## config.mk

```make
export PLATFORM = sky130hd
export DESIGN_NAME = fetch_unit
export DESIGN_NICKNAME = d
export VERILOG_FILES = /design/src/rtl/fetch_unit.sv
export SDC_FILE = /design/constraint.sdc
export NUM_CORES = 1
export LEC_CHECK = 0
export CAP_MARGIN = 40
export CELL_PAD_IN_SITES_DETAIL_PLACEMENT = 0
export CELL_PAD_IN_SITES_GLOBAL_PLACEMENT = 2
export CORE_MARGIN = 2
export CORE_UTILIZATION = 22
export CTS_CLUSTER_DIAMETER = 200
export DETAILED_ROUTE_END_ITERATION = 8
export PLACE_DENSITY = 0.78
export SYNTH_ARGS = -nofsm -noshare
export SYNTH_HDL_FRONTEND = slang
export SYNTH_SLANG_ARGS = --single-unit
```

## constraint.sdc

```tcl
create_clock -name clk -period 2 [get_ports clk]
set_clock_uncertainty 0.15 [all_clocks]
set_input_delay 0.2 -clock clk [delete_from_list [all_inputs] [get_ports clk]]
set_output_delay 0.2 -clock clk [all_outputs]
set_load 0.1 [all_outputs]
```

## src/rtl/fetch_unit.sv

```systemverilog
// RV32I instruction fetch: owns the PC, keeps one imem request in flight and buffers one word for decode.
// Optional FETCH_MISALIGN_CHECK_EN adds a registered pulse on misaligned redirect targets.
module fetch_unit #(
    parameter int              XLEN         = 32,
    parameter logic [XLEN-1:0] RESET_VECTOR = '0
) (
    input  logic            clk,
    input  logic            rst_n,
    input  logic            redirect_en,
    input  logic [XLEN-1:0] redirect_pc,
    output logic            imem_req_valid,
    input  logic            imem_req_ready,
    output logic [XLEN-1:0] imem_req_addr,
    input  logic            imem_rsp_valid,
    input  logic [XLEN-1:0] imem_rsp_data,
    output logic            inst_valid,
    input  logic            inst_ready,
    output logic [XLEN-1:0] inst_data,
    output logic [XLEN-1:0] inst_pc,
    output logic            misaligned_err
);

    typedef enum logic [1:0] {REQUEST, WAIT_RSP, HOLD, DRAIN} state_t;

    state_t          state_reg, state_next;
    logic [XLEN-1:0] pc_reg, pc_next;
    logic [XLEN-1:0] inst_data_reg, inst_data_next;
    logic [XLEN-1:0] inst_pc_reg, inst_pc_next;
    logic            inst_valid_reg;
    logic [XLEN-1:0] target;

    assign target = redirect_pc & ~XLEN'(3);

    always_comb begin
        state_next     = state_reg;
        pc_next        = pc_reg;
        inst_data_next = inst_data_reg;
        inst_pc_next   = inst_pc_reg;
        case (state_reg)
            REQUEST: begin
                if (redirect_en) begin
                    pc_next = target;
                    if (imem_req_ready) state_next = DRAIN;
                end else if (imem_req_ready) begin
                    state_next = WAIT_RSP;
                end
            end
            WAIT_RSP: begin
                if (redirect_en) begin
                    pc_next    = target;
                    state_next = imem_rsp_valid ? REQUEST : DRAIN;
                end else if (imem_rsp_valid) begin
                    inst_data_next = imem_rsp_data;
                    inst_pc_next   = pc_reg;
                    pc_next        = pc_reg + XLEN'(4);
                    state_next     = HOLD;
                end
            end
            HOLD: begin
                if (redirect_en) begin
                    pc_next    = target;
                    state_next = REQUEST;
                end else if (inst_ready) begin
                    state_next = REQUEST;
                end
            end
            DRAIN: begin
                // A redirect only retargets pc; the stale response still ends the drain.
                if (redirect_en) pc_next = target;
                if (imem_rsp_valid) state_next = REQUEST;
            end
            default: state_next = REQUEST;
        endcase
    end

    always_ff @(posedge clk or negedge rst_n) begin
        if (!rst_n) begin
            state_reg      <= REQUEST;
            pc_reg         <= RESET_VECTOR;
            inst_data_reg  <= '0;
            inst_pc_reg    <= '0;
            inst_valid_reg <= 1'b0;
        end else begin
            state_reg      <= state_next;
            pc_reg         <= pc_next;
            inst_data_reg  <= inst_data_next;
            inst_pc_reg    <= inst_pc_next;
            inst_valid_reg <= (state_next == HOLD);
        end
    end

    assign imem_req_valid = rst_n && (state_reg == REQUEST);
    assign imem_req_addr  = pc_reg;
    assign inst_valid     = inst_valid_reg;
    assign inst_data      = inst_data_reg;
    assign inst_pc        = inst_pc_reg;

`ifdef FETCH_MISALIGN_CHECK_EN
    logic misaligned_reg;

    always_ff @(posedge clk or negedge rst_n) begin
        if (!rst_n) misaligned_reg <= 1'b0;
        else        misaligned_reg <= redirect_en && (redirect_pc[1:0] != 2'b00);
    end

    assign misaligned_err = misaligned_reg;
`else
    assign misaligned_err = 1'b0;
`endif

endmodule

```

## Yosys cells after proc, flatten, opt, wreduce, memory -nomap -nowiden

Index checks and enable logic that the tools add are counted.

| operators by class | value |
|---|---|
| $add $sub $neg | 1 |
| eq/ne operators | 6 |
| multiplexer cells | 14 |
| bitwise gates (word level) | 1 |
| reductions and logical operators | 5 |

Operators by type and width:

| kind | number |
|---|---|
| $mux W32 | 3 |
| $pmux W32 S2 | 1 |
| $add A32 B3 Y32 const B | 1 |
| $mux W2 | 9 |
| $pmux W2 S4 | 1 |
| $eq A2 B2 Y1 const B | 3 |
| $ne A3 B3 Y1 const B | 1 |
| $reduce_and A3 Y1 | 1 |
| $reduce_or A3 Y1 | 1 |
| $eq A2 B1 Y1 const B | 1 |
| $logic_not A2 Y1 | 1 |
| $ne A2 B1 Y1 const B | 1 |
| $reduce_and A2 Y1 | 1 |
| $logic_and A1 B1 Y1 | 1 |
| $not A1 Y1 | 1 |

| word-level totals | value |
|---|---|
| flip-flop bits (word level) | 99 |
| input bits | 70 |
| output and inout port bits | 99 |
| logic and storage cells | 32 |

## Depth between registers and ports, before layout

Gate-level depths: netlist (run 1).

| depth | value |
|---|---|
| word-level depth | 4 |
| gate-level depth with buffers | 7 |
| mapped depth without buffers | 5 |

## Least setup slack after synthesis (run 1)

OpenSTA, ideal clock, no wires.

| timing path | value |
|---|---|
| path type | register -> output |
| start point | reg state_reg[0] |
| end point | out imem_req_valid |
| arrival time | 2710 ps |
| required time | 1650 ps |
| slack | -1060 ps |
| stages on the path, launching flop included | 3 |
| buffers on the path | 1 |
| path through | dfrtp_1 -> buf_2 -> nor3b_1 |

| on the way | value |
|---|---|
| longest elaborated chain between the ends | 2 |

Ends and longest elaborated chain:

| element | RTL line | source |
|---|---|---|
| from (decl) | 25 | `state_t state_reg, state_next;` |
| from (signal assigned) | 84 | `state_reg <= state_next;` |
| $logic_not A2 Y1 | 92 | `assign imem_req_valid = rst_n && (state_reg == REQUEST);` |
| $logic_and A1 B1 Y1 | 92 |  |
| to (decl) | 11 | `output logic imem_req_valid,` |

No other way between the ends.

## Worst setup path after layout (run 1)

| timing path | value |
|---|---|
| start point | reg pc_reg[20], in the netlist imem_req_addr[20] |
| end point | reg pc_reg[30], in the netlist imem_req_addr[30] |

| on the way | value |
|---|---|
| longest elaborated chain between the ends | 4 |

Ends and longest elaborated chain:

| element | RTL line | source |
|---|---|---|
| from (decl) | 26 | `logic [XLEN-1:0] pc_reg, pc_next;` |
| from (signal assigned) | 85 | `pc_reg <= pc_next;` |
| $add A32 B3 Y32 | 55 | `pc_next = pc_reg + XLEN'(4);` |
| $mux W32 | 52 | `end else if (imem_rsp_valid) begin` |
| $mux W32 | 49 | `if (redirect_en) begin` |
| $pmux W32 S2 | 39 | `case (state_reg)` |

No other way between the ends. The select of a mux whose other input is x is not followed.
A chain may end at the register's enable or synchronous reset.

==> impl_metrics.csv, run 1 <==
group,metric,value,unit
worst_setup_path,worstSetupStartpoint,"imem_req_addr[20]$_DFFE_PN0P_",
sta,grt_setup_unrepaired,"yes",
clock_tree,cts.sinks,95,
logic_synthesis,synth-seq-area-share,0.5376,
sta,setup_ws,0.04894,ns
logic_synthesis,ys_types,51,
logic_synthesis,yosys-top-cells-count,"nand2_1 (201), dfrtp_1 (95), o21ai_0 (23)",
worst_setup_path,crit_type,"flop to flop",
logic_synthesis,synth_xor_area_frac,0.01783,
sta,whs,0.1709,ns
worst_setup_path,crit_required,2.09,ns
detailed_routing,post_drt_wl_per_cell,15.77,um
clock_tree,cts_setup_buffers,0,
global_route,grt_pass1_wl,24430,um
global_route,grt_use_met3,0.02696,
finish,regArea,2447,um^2
clock_tree,h-tree-depth,3,
logic_synthesis,synth.yosys.warnings,0,
placed_design,place_congestion,0.7737,
placed_design,dp.final_hpwl,11150,um
placed_design,placedInstanceArea,6561,um^2
logic_synthesis,synthMostInstantiatedCell,"nand2_1",
logic_synthesis,avgSynthCellArea,8.773,um^2
finish,area_growth,54.53,%
finish,fill_cells,2031,
floorplanning,ios,169,
detailed_routing,ant_nets,0,
power,finalPower,0.01229,W
logic_synthesis,synth_area_leaders,"dfrtp_1 (54%), nand2_1 (17%), o21ai_0 (2.6%)",
global_route,grt_antenna_before_repair,2,
floorplanning,core_area,19590,um^2
clock_tree,clkTransAtPathRegs,0.06,ns
finish,nNetsFinal,761,
logic_synthesis,synth_edf_count,0,
worst_setup_path,cp_max_fo,6,
sta,max_freq,512.5,MHz
global_route,grt_overflow,0,
sta,finalSetupTns,0,ns
worst_setup_path,worstSetupStartpointType,"flop",
status,status,"complete, no violations",
logic_synthesis,synthArstFlopShare,1.000,
worst_setup_path,r2r_cells,4,
floorplanning,die_w,145.8,um
floorplanning,die_area,21250,um^2
finish,multi_input_comb_area,1897,um^2
global_route,grt_max_degree,96,
clock_tree,cts-root-buf,"clkbuf_16",
logic_synthesis,yosys.area.top_type,"dfrtp_1",
finish,drive_gt1_frac,0.2767,
logic_synthesis,synth_compound_area_frac,0.1002,
detailed_routing,drt_iter0_markers,177,
clock_tree,cts_buffer_depth,2,
logic_synthesis,syn_inst,504,
global_route,gr-usage-met1,0.1973,
power,peakVddDrop,0.7342,mV
clock_tree,insertion_delay,0.35,ns
sta,timing.final.crit_period,1.951,ns
floorplanning,die_h,145.8,um
placed_design,port_buffers,161,
power,p_leak,3.179,nW
global_route,grt_use_met2,0.2236,
detailed_routing,route.detailed.drc,0,
worst_setup_path,worstReg2RegStart,"imem_req_addr[20]$_DFFE_PN0P_",
logic_synthesis,ys.flop_type,"dfrtp_1",
detailed_routing,first_pass_iters,4,
sta,hold_viol,0,
worst_setup_path,critical_path_arrival,2.04,ns
logic_synthesis,muxShareOfSynthArea,0.006791,
global_route,grt_usage,0.1443,
logic_synthesis,yosysTopAreaCellShare,0.5376,
clock_tree,cts_tree,"done",
logic_synthesis,synth-simple-area-share,0.2875,
power,powerDensity,1798,nW/um^2
global_route,first_global_vias,4407,
sta,finalCritPeriodShare,0.9755,
detailed_routing,routed_wl,15160,um
min_path,min_path_type,"input port to flop",
sta,worst_slew_pin_slew,0.5358,ns
sta,slew_violations,0,
logic_synthesis,syn_area,4422,um^2
placed_design,preCtsSetupSlack,-0.1850,ns
detailed_routing,via_per_inst,4.422,
logic_synthesis,yosys_register_bits,95,
worst_setup_path,r2r_setup_slack,0.05,ns
clock_tree,numCtsBuffers,9,
sta,timing.slew.headroom,0.6428,
global_route,grt_busiest_layer,"met2",
finish,fin_area,6833,um^2
worst_setup_path,endpoint_kind,"flop",
finish,largest_register_ffs,32,
detailed_routing,via_count,4250,
logic_synthesis,synth_top_family_by_area,"simple AND/OR/NAND/NOR gates",
logic_synthesis,synth-adder-area-share,0.002830,
floorplanning,start_util,0.2257,
worst_setup_path,endpoint,"imem_req_addr[30]$_DFFE_PN0P_",
worst_setup_path,r2r_end,"imem_req_addr[30]$_DFFE_PN0P_",
sta,setup_viol,0,
floorplanning,rows,51,
flow_run,cap_violations,0,
[stage by stage]
stage          utilization  std cells
2_1_floorplan            -        508
3_3_place_gp        0.3349        943
3_5_place_dp        0.3349        943
4_1_cts             0.3482        959
5_1_grt             0.3488        961
6_report            0.3488        961
[timing repair]
item | CTS | global route
hold buffers | 1 | 0
setup endpoints to repair | 0 | 7
hold endpoints to repair | 95 | 0
gates resized for setup | 0 | 1
[cells by family after synthesis]
logic type	Yosys count
compound gates	66
mux	3
buf+inv	45
fa+ha+maj	1
other cells	1
simple gates	284
xor+xnor	9
flops	95
[per-layer routing]
| layer | part of all wire | wire length [um] | vias to the layer above |
|---|---|---|---|
| met5 | 0 | 0 | - |
| met4 | 0.022 | 328 | 0 |
| met3 | 0.050 | 756 | 16 |
| met2 | 0.47 | 7058 | 123 |
| met1 | 0.46 | 7015 | 2051 |
| li1 | - | - | 2060 |
[where the power goes]
group	leakage, nW	switching, W	internal [W]
sequential	1.14	0.000456	0.00263
combinational	1.91	0.00609	0.00155
clock	0.123	0.000729	0.000835
[final cells by class]
class | count | area share
Antenna cell | 2 | 0.0007325
Clock buffer | 13 | 0.03516
Clock inverter | 2 | 0.001465
Inverter | 12 | 0.006592
Multi-Input combinational cell | 368 | 0.2776
Sequential cell | 95 | 0.3582
Tap cell | 265 | 0.04853
Timing Repair Buffer | 204 | 0.2717
[worst min-delay path by stage]
stage | depth (start not counted) | end | startpoint | slack [ns]
after global placement | 2 | inst_pc[10]$_DFFE_PN0P_ | rst_n | 0.20
final | 3 | inst_valid$_DFF_PN0_ | redirect_en | 0.17
after floorplan | 0 | imem_req_addr[14]$_DFFE_PN0P_ | rst_n | -0.25
after global routing | 3 | inst_valid$_DFF_PN0_ | redirect_en | 0.20
after detailed placement | 2 | inst_pc[10]$_DFFE_PN0P_ | rst_n | 0.20
after CTS | 3 | inst_valid$_DFF_PN0_ | redirect_en | 0.17
[placed cells by master, fill, tap and decap left out, types with 3 or more instances in the layout]
master,Yosys,final
clkbuf_1,21,4
nor2_1,18,16
mux2i_1,3,3
buf_4,6,124
xnor2_1,6,6
buf_12,0,13
inv_1,12,12
or3_1,3,3
nand3_1,7,7
dfrtp_4,0,14
a311oi_1,9,9
xor2_1,3,3
and4_1,4,4
clkbuf_16,0,9
clkdlybuf4s50_1,0,65
dfrtp_2,0,14
nand2_1,201,200
a21oi_1,8,8
nor3_1,9,9
a31oi_1,6,6
conb_1,1,5
nor4_1,7,5
dfrtp_1,95,67
nand4_1,12,12
and3_1,7,7
and2_1,3,3
o21ai_0,23,23
[worst max-delay path, stage by stage, from the launching register on]
cell and delay [ns]:
dfrtp_4 0.46, nand3_1 0.26, nor4_1 0.52, a311oi_1 0.17
a311oi_1 0.28
No activity file was read; power rests on OpenSTA's default activity.
==> run 2: changes to the inputs <==
--- a/config.mk
+++ b/config.mk
@@ -12,6 +12,7 @@
 export CORE_UTILIZATION = 22
 export CTS_CLUSTER_DIAMETER = 200
 export DETAILED_ROUTE_END_ITERATION = 8
+export GPL_ROUTABILITY_DRIVEN = 0
 export PLACE_DENSITY = 0.78
 export SYNTH_ARGS = -nofsm -noshare
 export SYNTH_HDL_FRONTEND = slang
==> results of run 2 <==
The final DEF is identical to that of run 1; final timing and power are the same.
==> run 3: changes to the inputs <==
--- a/config.mk
+++ b/config.mk
@@ -13,7 +13,9 @@
 export CTS_CLUSTER_DIAMETER = 200
 export DETAILED_ROUTE_END_ITERATION = 8
 export GPL_ROUTABILITY_DRIVEN = 0
+export MAX_ROUTING_LAYER = met4
 export PLACE_DENSITY = 0.78
+export SKIP_LAST_GASP = 1
 export SYNTH_ARGS = -nofsm -noshare
 export SYNTH_HDL_FRONTEND = slang
 export SYNTH_SLANG_ARGS = --single-unit
==> run 3 against run 2 <==
  * Setup slack got worse by 0.022 ns
  * Sequential power barely moved
  * Critical path depth unchanged
  * Core utilization stayed put
  * Cell count unchanged
  * Flip-flop and latch count is the same
  * Non-clock buffer count unchanged
  * Clock power is essentially flat
  * Total power about the same
  * Largest power group unchanged
  * Highest routed layer unchanged
==> impl_metrics.csv, run 3 (synthesized netlist as in run 1, its figures left out) <==
group,metric,value,unit
global_route,grt_max_degree,96,
detailed_routing,routed_wl,15190,um
status,status,"complete, no violations",
clock_tree,insertion_delay,0.35,ns
floorplanning,die_h,145.8,um
global_route,grt_pass1_wl,24420,um
sta,slew_violations,0,
detailed_routing,post_drt_wl_per_cell,15.81,um
floorplanning,start_util,0.2257,
power,powerDensity,1799,nW/um^2
power,p_leak,3.179,nW
floorplanning,die_area,21250,um^2
worst_setup_path,worstSetupStartpointType,"flop",
sta,finalSetupTns,0,ns
floorplanning,ios,169,
finish,largest_register_ffs,32,
finish,fin_cells,961,
sta,timing.slew.headroom,0.6331,
finish,area_growth,54.53,%
detailed_routing,via_per_inst,4.414,
global_route,grt_overflow,0,
sta,worst_slew_pin_slew,0.5504,ns
sta,setup_viol,0,
sta,max_freq,506.8,MHz
placed_design,port_buffers,161,
finish,most-common-layout-cells,"nand2_1 (200), buf_4 (124), dfrtp_1 (67), clkdlybuf4s50_1 (65), o21ai_0 (23)",
clock_tree,clkTransAtPathRegs,0.07,ns
min_path,min_path_type,"input port to flop",
finish,layout_commonest_cell,"nand2_1",
clock_tree,h-tree-depth,3,
sta,timing.final.crit_period,1.973,ns
clock_tree,cts.sinks,95,
floorplanning,die_w,145.8,um
clock_tree,cts_setup_buffers,0,
global_route,grt_antenna_before_repair,2,
finish,nNetsFinal,761,
detailed_routing,via_count,4242,
detailed_routing,drt_iter0_markers,227,
global_route,grt_usage,0.1487,
global_route,first_global_vias,4417,
worst_setup_path,crit_type,"flop to flop",
sta,finalCritPeriodShare,0.9865,
flow_run,cap_violations,0,
placed_design,placedInstanceArea,6561,um^2
finish,fin_area,6833,um^2
sta,grt_setup_unrepaired,"yes",
detailed_routing,route.detailed.drc,0,
worst_setup_path,critical_path_arrival,2.06,ns
placed_design,dp.final_hpwl,11150,um
detailed_routing,ant_nets,0,
placed_design,dp_cells,943,
sta,whs,0.1702,ns
sta,hold_viol,0,
finish,drive_gt1_frac,0.2767,
clock_tree,cts_buffer_depth,2,
floorplanning,rows,51,
clock_tree,cts-root-buf,"clkbuf_16",
worst_setup_path,cp_max_fo,6,
detailed_routing,first_pass_iters,4,
power,peakVddDrop,0.7344,mV
floorplanning,core_area,19590,um^2
worst_setup_path,endpoint_kind,"flop",
clock_tree,cts_tree,"done",
clock_tree,numCtsBuffers,9,
worst_setup_path,crit_required,2.09,ns
power,finalPower,0.01229,W
[run 3: metal layers]
| metal | track usage | vias to the layer above | share of wire | wire length, um |
|---|---|---|---|---|
| met5 | - | - | 0 | 0 |
| met2 | 0.2238 | 114 | 0.47 | 7074 |
| met4 | 0.06127 | 0 | 0.021 | 321 |
| met1 | 0.2000 | 2054 | 0.47 | 7205 |
| li1 | - | 2058 | - | - |
| met3 | 0.02257 | 16 | 0.039 | 587 |
[run 3: critical path: stages (launching register included)]
cell,delay (ns)
dfrtp_4,0.47
nand3_1,0.25
nor4_1,0.53
a311oi_1,0.17
a311oi_1,0.29
[run 3: final timing paths]
| path | start | end | slack, ns | cells after the start |
|---|---|---|---|---|
| max reg2reg | imem_req_addr[20]$_DFFE_PN0P_ | imem_req_addr[30]$_DFFE_PN0P_ | 0.03 | 4 |
| max in group asynchronous | rst_n | imem_req_addr[29]$_DFFE_PN0P_ | 0.91 | 3 |
| max | imem_req_addr[20]$_DFFE_PN0P_ | imem_req_addr[30]$_DFFE_PN0P_ | 0.03 | 4 |
| min reg2reg | inst_pc[16]$_DFFE_PN0P_ | inst_pc[16]$_DFFE_PN0P_ | 0.32 | 2 |
| min in group asynchronous | rst_n | imem_req_addr[7]$_DFFE_PN0P_ | 0.32 | 3 |
| min | redirect_en | inst_valid$_DFF_PN0_ | 0.17 | 3 |
[run 3: what timing repair did]
| action | CTS | global route |
|---|---|---|
| endpoints found under the setup margin | 0 | 7 |
| hold buffers | 1 | 0 |
| hold endpoints to repair | 95 | 0 |
| resized for setup | 0 | 1 |
[run 3: final cells by class]
cell class,count,area [um^2]
fillers,2031,12760
flip-flops and latches,95,2447
multi-input cells,368,1897
repair buffers,204,1857
well taps,265,331.6
clock buffers,13,240.2
inverters,12,45.04
clock inverters,2,10.01
diodes,2,5.005
[run 3: stage by stage]
step | util | setup slack (ns)
6_report | 0.3488 | 0.02698
5_1_grt | 0.3488 | -0.04556
3_3_place_gp | 0.3349 | -0.1745
2_1_floorplan | - | -0.2511
4_1_cts | 0.3482 | 0.03727
3_5_place_dp | 0.3349 | -0.1850
[run 3: power breakdown]
group          leakage [nW]  internal [W]  switching (W)  total [W]
Sequential             1.14       0.00263       0.000458    0.00309
Combinational          1.91       0.00155        0.00609    0.00764
Clock                 0.123      0.000835       0.000729    0.00156
